**src/rtl/shifter_la_pipe_pkg.sv**
```systemverilog
// Shared shifter package: stage-count helper, group-A stage count and
// saturation constants used by the arithmetic left and right shifters.
package shifter_la_pipe_pkg;

    // Number of binary shift stages in pipeline group A.
    localparam int GROUP_A_STAGES = 2;

    // Widest data word the saturation helper can produce.
    localparam int SAT_MAX_WIDTH = 256;

    // Number of binary stages (and shift-control bits) for a maximum
    // distance. At least one stage, so the shift port never has zero width.
    function automatic int stage_count(input int max_shift);
        int n;
        n = $clog2(max_shift + 1);
        if (n < 1) begin
            n = 1;
        end else begin
            n = n;
        end
        return n;
    endfunction

    // Saturation word for a width: 0111...1 for a non-negative operand,
    // 1000...0 for a negative one. Bits above the width are zero.
    function automatic logic [SAT_MAX_WIDTH-1:0] sat_word(input logic neg, input int width);
        logic [SAT_MAX_WIDTH-1:0] w;
        w = '0;
        for (int i = 0; i < SAT_MAX_WIDTH; i++) begin
            if (i == width - 1) begin
                w[i] = neg;
            end else if (i < width - 1) begin
                w[i] = ~neg;
            end else begin
                w[i] = 1'b0;
            end
        end
        return w;
    endfunction

endpackage

```
**src/rtl/shifter_la_stage.sv**
```systemverilog
// One binary stage of the arithmetic left shifter: optionally shifts by DIST
// and ORs in an overflow flag when the bits shifted out (plus the new sign
// bit) were not all copies of the sign.
module shifter_la_stage #(
    parameter int WIDTH = 48,
    parameter int DIST  = 1
) (
    input  logic [WIDTH-1:0] in_data,
    input  logic             in_ovf,
    input  logic             shift_en,
    output logic [WIDTH-1:0] out_data,
    output logic             out_ovf
);

    logic lost_s;

    if (DIST < WIDTH) begin : g_partial
        logic [DIST:0] top_s;
        assign top_s  = in_data[WIDTH-1 -: DIST+1];
        // Sign information survives only if the top DIST+1 bits all agree.
        assign lost_s = !((&top_s) || !(|top_s));
    end else begin : g_full
        // Every bit leaves the word; only a pure sign pattern is harmless.
        assign lost_s = !((&in_data) || !(|in_data));
    end

    // Select shifted or passed-through data and accumulate the overflow flag.
    always_comb begin
        out_data = in_data;
        out_ovf  = in_ovf;
        if (shift_en) begin
            out_data = in_data << DIST;
            out_ovf  = in_ovf | lost_s;
        end else begin
            out_data = in_data;
            out_ovf  = in_ovf;
        end
    end

endmodule

```
**src/rtl/shifter_la_pipe.sv**
```systemverilog
// Pipelined arithmetic left shifter with overflow detection and a two-slot
// valid/ready pipeline (register after stage group A, register after group B).
// Build option: define SHIFTER_LA_SAT_EN to saturate overflowed results;
// otherwise the wrapped (truncated) shift result is delivered.
module shifter_la_pipe
    import shifter_la_pipe_pkg::*;
#(
    parameter int WIDTH     = 48,
    parameter int MAX_SHIFT = 15,
    localparam int SHIFT_W  = stage_count(MAX_SHIFT)
) (
    input  logic               clk,
    input  logic               rst,
    input  logic [WIDTH-1:0]   in_data,
    input  logic [SHIFT_W-1:0] in_shift,
    input  logic               in_valid,
    output logic               in_ready,
    output logic [WIDTH-1:0]   out_data,
    output logic               out_ovf,
    output logic               out_valid,
    input  logic               out_ready
);

    localparam int NA    = (SHIFT_W < GROUP_A_STAGES) ? SHIFT_W : GROUP_A_STAGES;
    localparam int NB    = SHIFT_W - NA;
    localparam int REM_W = (NB > 0) ? NB : 1;
`ifdef SHIFTER_LA_SAT_EN
    localparam bit SAT_EN = 1'b1;
`else
    localparam bit SAT_EN = 1'b0;
`endif

    // Combinational stage chains for both groups.
    logic [WIDTH-1:0] a_data_s [0:NA];
    logic             a_ovf_s  [0:NA];
    logic [WIDTH-1:0] b_data_s [0:NB];
    logic             b_ovf_s  [0:NB];

    // Slot A: partially shifted word, its overflow, original sign and the
    // shift bits still to be applied by group B.
    logic             a_valid_q, a_valid_d;
    logic [WIDTH-1:0] a_data_q,  a_data_d;
    logic             a_ovf_q,   a_ovf_d;
    logic             a_sign_q,  a_sign_d;
    logic [REM_W-1:0] a_shift_q, a_shift_d;

    // Slot B: final result presented on the output.
    logic             b_valid_q, b_valid_d;
    logic [WIDTH-1:0] b_data_q,  b_data_d;
    logic             b_ovf_q,   b_ovf_d;

    logic             adv_a_s, adv_b_s, accept_s;
    logic [WIDTH-1:0] sat_s, res_data_s;

    assign a_data_s[0] = in_data;
    assign a_ovf_s[0]  = 1'b0;
    assign b_data_s[0] = a_data_q;
    assign b_ovf_s[0]  = a_ovf_q;

    for (genvar i = 0; i < NA; i++) begin : g_stage_a
        shifter_la_stage #(.WIDTH(WIDTH), .DIST(1 << i)) u_stage (
            .in_data  (a_data_s[i]),
            .in_ovf   (a_ovf_s[i]),
            .shift_en (in_shift[i]),
            .out_data (a_data_s[i+1]),
            .out_ovf  (a_ovf_s[i+1])
        );
    end

    for (genvar j = 0; j < NB; j++) begin : g_stage_b
        shifter_la_stage #(.WIDTH(WIDTH), .DIST(1 << (NA + j))) u_stage (
            .in_data  (b_data_s[j]),
            .in_ovf   (b_ovf_s[j]),
            .shift_en (a_shift_q[j]),
            .out_data (b_data_s[j+1]),
            .out_ovf  (b_ovf_s[j+1])
        );
    end

    // Saturation value follows the operand's original sign.
    assign sat_s      = WIDTH'(sat_word(a_sign_q, WIDTH));
    assign res_data_s = (SAT_EN && b_ovf_s[NB]) ? sat_s : b_data_s[NB];

    // Handshake: a slot advances when it is empty or its successor advances.
    always_comb begin
        adv_b_s  = !b_valid_q || out_ready;
        adv_a_s  = !a_valid_q || adv_b_s;
        accept_s = in_valid && adv_a_s;
    end

    // Next-state of both slots; payload moves only with a valid item.
    always_comb begin
        a_valid_d = a_valid_q;
        a_data_d  = a_data_q;
        a_ovf_d   = a_ovf_q;
        a_sign_d  = a_sign_q;
        a_shift_d = a_shift_q;
        b_valid_d = b_valid_q;
        b_data_d  = b_data_q;
        b_ovf_d   = b_ovf_q;
        if (adv_a_s) begin
            a_valid_d = in_valid;
        end else begin
            a_valid_d = a_valid_q;
        end
        if (accept_s) begin
            a_data_d  = a_data_s[NA];
            a_ovf_d   = a_ovf_s[NA];
            a_sign_d  = in_data[WIDTH-1];
            a_shift_d = REM_W'(in_shift >> NA);
        end else begin
            a_data_d  = a_data_q;
            a_ovf_d   = a_ovf_q;
            a_sign_d  = a_sign_q;
            a_shift_d = a_shift_q;
        end
        if (adv_b_s) begin
            b_valid_d = a_valid_q;
        end else begin
            b_valid_d = b_valid_q;
        end
        if (adv_b_s && a_valid_q) begin
            b_data_d = res_data_s;
            b_ovf_d  = b_ovf_s[NB];
        end else begin
            b_data_d = b_data_q;
            b_ovf_d  = b_ovf_q;
        end
    end

    // Pipeline registers with synchronous reset that empties both slots.
    always_ff @(posedge clk) begin
        if (rst) begin
            a_valid_q <= 1'b0;
            a_data_q  <= '0;
            a_ovf_q   <= 1'b0;
            a_sign_q  <= 1'b0;
            a_shift_q <= '0;
            b_valid_q <= 1'b0;
            b_data_q  <= '0;
            b_ovf_q   <= 1'b0;
        end else begin
            a_valid_q <= a_valid_d;
            a_data_q  <= a_data_d;
            a_ovf_q   <= a_ovf_d;
            a_sign_q  <= a_sign_d;
            a_shift_q <= a_shift_d;
            b_valid_q <= b_valid_d;
            b_data_q  <= b_data_d;
            b_ovf_q   <= b_ovf_d;
        end
    end

    assign in_ready  = adv_a_s;
    assign out_valid = b_valid_q;
    assign out_data  = b_data_q;
    assign out_ovf   = b_ovf_q;

endmodule

```
**config.mk**
```make
export PLATFORM = sky130hd
export DESIGN_NAME = shifter_la_pipe
export DESIGN_NICKNAME = d
export VERILOG_FILES = /design/src/rtl/shifter_la_pipe_pkg.sv /design/src/rtl/shifter_la_stage.sv /design/src/rtl/shifter_la_pipe.sv
export SDC_FILE = /design/constraint.sdc
export NUM_CORES = 1
export LEC_CHECK = 0
export CAP_MARGIN = 25
export CORE_ASPECT_RATIO = 0.7
export CORE_MARGIN = 4
export CORE_UTILIZATION = 45
export CTS_CLUSTER_SIZE = 28
export DETAILED_ROUTE_END_ITERATION = 12
export PLACE_DENSITY = 0.73
export SYNTH_ARGS = -nofsm -noshare
export SYNTH_HDL_FRONTEND = slang
export SYNTH_SLANG_ARGS = --single-unit
```
**constraint.sdc**
```tcl
create_clock -name clk -period 1.4 [get_ports clk]
set_clock_uncertainty 0.15 [all_clocks]
set_input_delay 0.21 -clock clk [delete_from_list [all_inputs] [get_ports clk]]
set_output_delay 0.21 -clock clk [all_outputs]
set_load 0.05 [all_outputs]
```
# Word-level counts from Yosys, hierarchy flattened
# Cells that the tools add are included.
# word_totals
reg_bits	102
in_bits	56
wordCells	44
output_inout_bits	51
# classes
reduce_logical	26
bitwise	3
n_mux	8
# ops
cell	count
$mux W48	4
$logic_not A1 Y1	10
$reduce_and A9 Y1	1
$reduce_or A9 Y1	1
$logic_or A1 B1 Y1	6
$reduce_and A5 Y1	1
$reduce_or A5 Y1	1
$mux W1	4
$or A1 B1 Y1	3
$reduce_and A3 Y1	1
$reduce_or A3 Y1	1
$logic_and A1 B1 Y1	2
$reduce_and A2 Y1	1
$reduce_or A2 Y1	1

# Logic depth before layout (Yosys ltp)
# logic_depth
ltp_word	8
mapped_depth	8
mapped_depth_nobuf	5

# Hierarchy
# A second synthesis with hierarchy kept.
# unflattened
cells_unflattened	688
hier_area_um2	6685.2
# by_module_without_submodules
module	instances	area_each_um2	seq_area_each_um2	cells_per_inst
shifter_la_pipe	1	4272.8	2042.0	456
shifter_la_stage at g_stage_a[0].u_stage	1	626.9	0.0	55
shifter_la_stage at g_stage_a[1].u_stage	1	621.8	0.0	56
shifter_la_stage at g_stage_b[1].u_stage	1	584.3	0.0	61
shifter_la_stage at g_stage_b[0].u_stage	1	579.3	0.0	60

# Worst setup path after synthesis
# Ideal clock, no wire load.
# synth_timing
path_type	register to register
startpoint	register b_valid_q (netlist: out_valid)
endpoint	register a_data_q[45]
setup_ps	128
path_buffers	1
synth_period_minus_slack_ps	2307
path_slack_ps	-907
path_stages_with_launch	7
t_arrival_ps	2030
required_ps	1122
cell_sequence	dfxtp_1 nand3b_1 nand2_1 buf_2 a211oi_1 a21oi_1 nor2_1
# synth_between
elab_chain_cells	4
# synth_rtl
element	line	text
from (decl)	shifter_la_pipe.sv:48	logic b_valid_q, b_valid_d;
from (signal assigned)	shifter_la_pipe.sv:148	b_valid_q <= b_valid_d;
$logic_not A1 Y1	shifter_la_pipe.sv:86	adv_b_s = !b_valid_q || out_ready;
$logic_or A1 B1 Y1	shifter_la_pipe.sv:86	
$logic_or A1 B1 Y1	shifter_la_pipe.sv:87	adv_a_s = !a_valid_q || adv_b_s;
net in_ready	shifter_la_pipe.sv:17	output logic in_ready,
$logic_and A1 B1 Y1	shifter_la_pipe.sv:88	accept_s = in_valid && adv_a_s;
to (signal assigned)	shifter_la_pipe.sv:144	a_data_q <= a_data_d;
to (decl)	shifter_la_pipe.sv:42	logic [WIDTH-1:0] a_data_q, a_data_d;
# The timed path passes the listed nets, and every way through them passes these cells.
# A chain may end at the register's enable or synchronous reset.

# Worst setup path in the final report
# layout_timing
startpoint	register a_data_q[45]
endpoint	register b_ovf_q (netlist: out_ovf)
# layout_between
elab_chain_cells	8
elab_cells_between_ends	15
cone_classes	3 x mux; 2 x bitwise; 10 x reduce/logical
# layout_rtl
element	line	text
$reduce_or A5 Y1	shifter_la_stage.sv:21	assign lost_s = !((&top_s) || !(|top_s));
$logic_not A1 Y1	shifter_la_stage.sv:21	
$logic_or A1 B1 Y1	shifter_la_stage.sv:21	
$logic_not A1 Y1	shifter_la_stage.sv:21	
$or A1 B1 Y1	shifter_la_stage.sv:33	out_ovf = in_ovf | lost_s;
$mux W1	shifter_la_stage.sv:31	if (shift_en) begin
$or A1 B1 Y1	shifter_la_stage.sv:33	
$mux W1 (*)	shifter_la_stage.sv:31	
to (signal assigned)	shifter_la_pipe.sv:150	b_ovf_q <= b_ovf_d;
to (decl)	shifter_la_pipe.sv:50	logic b_ovf_q, b_ovf_d;
# Mark *: on every way between the ends. The rest lies on a longest branch, timed or not.

==> flow_summary.ini <==
[sta]
timing_max_transition_violations_final = 0
rsz0062_at_grt = yes
hold_slack_ps = 190
finalSetupViolations = 100
achievable-frequency_ghz = 0.600
final.period_utilization_pct = 119
slew-limit-headroom_pct = 60.6
fin_tns_setup_ps = -13290
post_layout_worst_setup_margin_ps = -267
hold_viol = 0
worst-slew-pin-transition_ps = 592
min_period_ps = 1670

[synthesis]
postSynth.topFlopCell = sky130_fd_sc_hd__dfxtp_1
synth-warning-count = 0
mappedNetlistNets = 716
post_synth.cell_area_avg_sq_um = 8.74
asyncSetResetFlopFracSynth_pct = 0
yosys_register_bits = 102
synthDistinctLibCells = 37
postSynthCellCount = 660
synth_top_area_share_pct = 35.4
synth-edff-count = 0
yosysSeqAreaShare_pct = 35.4
netlist_top_cells_area = sky130_fd_sc_hd__dfxtp_1, sky130_fd_sc_hd__mux4_2, sky130_fd_sc_hd__nand2_1, sky130_fd_sc_hd__a21oi_1, sky130_fd_sc_hd__mux2i_1
synth_top_area_cell = sky130_fd_sc_hd__dfxtp_1
synth_area_sq_um = 5770

[worst_setup_path]
origin_of_the_worst_setup_path = a_data_q[45]
setup.worst_path.end_class = flip-flop
arrival_time_of_the_worst_setup_path_ps = 1750
setup.worst_path.class = flip-flop to flip-flop
critPathLaunchType = flip-flop
worst-endpoint-required_ps = 1480
r2r_setup_slack_ps = -270
rr_startpoint = a_data_q[45]
critical_path_peak_fanout = 4

[cells_and_area]
n_antenna_cell = 0
final_cell_mix = sky130_fd_sc_hd__nand2_1, sky130_fd_sc_hd__dfxtp_1, sky130_fd_sc_hd__a21oi_1
fin_area_sq_um = 9650
drive_above_1_share_pct = 42.7
final_common_cell = sky130_fd_sc_hd__nand2_1
layout.core_utilization_pct = 77.4
nets_finish = 885
area_growth_syn_to_layout_pct = 67.2

[power]
part_of_the_total_power_dissipated_in_the_clock_network_pct = 30.8
switching_power_total_mw = 2.64
p_int_mw = 5.80
leakage_nw = 3.54
sw_frac_of_total_pct = 31.2
power_per_cell_area_nw_per_um2 = 875
power_share_of_the_combinational_group_pct = 29.8
seq_power_share_pct = 39.4
maximum_resistive_drop_on_vdd_mv = 0.626

[cts]
cts_inserted_buffers = 9
cts_tree = done
max-clock-path-buffers = 2
root_cell_of_the_clock_tree = sky130_fd_sc_hd__clkbuf_16
htree_depth = 3
path_clk_slew_ps = 70
clock_sinks = 102
clkLatencyLatePin_ps = 360
holdBufCountCts = 0

[job]
max_cap_viol_count = 0

[place]
dp_slack_ps = -475
io_buffer_count = 106
placement.cell_area_sq_um = 7900
dpl.hpwl_um = 13200
gp_routability_congestion = 0.842

[drt]
postRouteAntennaNets = 0
vias_after_detailed_routing = 6208
routed_wirelength_um = 21900
drc_errors = 0
vias_per_cell = 6.23
drt-pass1-iter-count = 5
wire_per_inst_um = 22.0
detailedRoute.firstIterationViolations = 627

[global_route]
grt_overflow_total = 0
first_global_vias = 5500
pin_count_of_the_biggest_net_entering_global_routing = 61
grt_first_pass_wirelength_um = 29700
grt.total_usage_pct = 25.7
number_of_antenna_violations_at_the_first_check_in_global_routing = 0

[floorplanning]
io_pins = 107
floorplan.die.height_um = 103
fp-row-count = 34
placeableCoreArea_sq_um = 12500
die_area_sq_um = 14700
fp.dieW_um = 143
effective_utilization_at_floorplan_pct = 46.3

[run_status]
outcome = finished with violations
failing_checks = negative setup slack

[worst_hold_path]
worst_hold_path_type = input port to flip-flop
hp-start = rst
## Yosys cell counts (2+ instances only)
cell and number:
sky130_fd_sc_hd__buf_2 22, sky130_fd_sc_hd__o221ai_1 4, sky130_fd_sc_hd__clkbuf_1 25, sky130_fd_sc_hd__o211ai_1 3, sky130_fd_sc_hd__buf_6 6, sky130_fd_sc_hd__nor3_1 9, sky130_fd_sc_hd__nor2b_1 20, sky130_fd_sc_hd__inv_1 3
sky130_fd_sc_hd__nand4_1 2, sky130_fd_sc_hd__dfxtp_1 102, sky130_fd_sc_hd__mux4_2 43, sky130_fd_sc_hd__nand2_1 134, sky130_fd_sc_hd__nor2_1 44, sky130_fd_sc_hd__a211oi_1 36, sky130_fd_sc_hd__o21a_1 5, sky130_fd_sc_hd__buf_4 7
sky130_fd_sc_hd__o21ai_1 6, sky130_fd_sc_hd__mux2_2 2, sky130_fd_sc_hd__o21ai_0 11, sky130_fd_sc_hd__nand3b_1 2, sky130_fd_sc_hd__nand3_1 17, sky130_fd_sc_hd__mux2i_1 32, sky130_fd_sc_hd__and2_1 7, sky130_fd_sc_hd__a21oi_1 94
sky130_fd_sc_hd__nand2b_1 12
## area by class of cell
cell class | instances | area (sq um)
inverters | 3 | 11.3
clock buffers | 10 | 239
repair buffers | 215 | 2900
well taps | 162 | 203
flip-flops and latches | 102 | 2050
fillers | 731 | 2810
clock inverters | 6 | 68.8
multi-input cells | 498 | 4180
## metal layers
layer | global-route usage, % | part of all wire, %
met3 | 4.91 | 10
met4 | 7.53 | 3.1
met5 | 0 | 0
met1 | 37.7 | 41
met2 | 39.0 | 46
## final timing paths
| path | end | depth (start not counted) |
|---|---|---|
| setup / recovery | out_ovf | 5 |
| hold / removal | out_data[1] | 3 |
| setup reg to reg | out_ovf | 5 |
| hold reg to reg | out_data[36] | 2 |
## critical path, stage by stage (launching register included)
cell and delay (ps):
sky130_fd_sc_hd__dfxtp_1 390, sky130_fd_sc_hd__nand4_1 130, sky130_fd_sc_hd__or2_0 230, sky130_fd_sc_hd__a311o_1 380, sky130_fd_sc_hd__a31oi_1 200, sky130_fd_sc_hd__nor3_1 60
## state kept, by name, summed over array words and instances (netlist names)
| signal | cells |
|---|---|
| out_data | 48 |
| a_valid_q | 1 |
| out_valid | 1 |
| a_ovf_q | 1 |
| a_shift_q | 2 |
| out_ovf | 1 |
| a_data_q | 48 |
## stage by stage
stage | cells | power (mW)
floorplan | 660 | 4.38
global placement | 929 | 5.18
finish | 996 | 8.44
global route | 996 | 8.69
CTS | 970 | 8.00
detailed placement | 929 | 5.24
## power groups by stage
stage | sequential, mW | clock, mW | combinational, mW
floorplan | 3.43 | 0 | 0.956
global placement | 3.32 | 0 | 1.86
detailed placement | 3.33 | 0 | 1.91
CTS | 3.28 | 2.58 | 2.14
global route | 3.34 | 2.72 | 2.63
finish | 3.33 | 2.60 | 2.51
## cells by family after synthesis
family	share of synthesized area, %
AND/OR/NAND/NOR	19.4
multiplexers	22.7
flip-flops	35.4
AO/OA/AOI/OAI	16.6
buffers and inverters	5.88
## timing repair
item	CTS	global route
pin swaps	10	29
resized for setup	87	107
gates cloned	9	11
buffers inserted	16	19
setup endpoints to repair	88	101
Power figures use the tool's default switching activity.
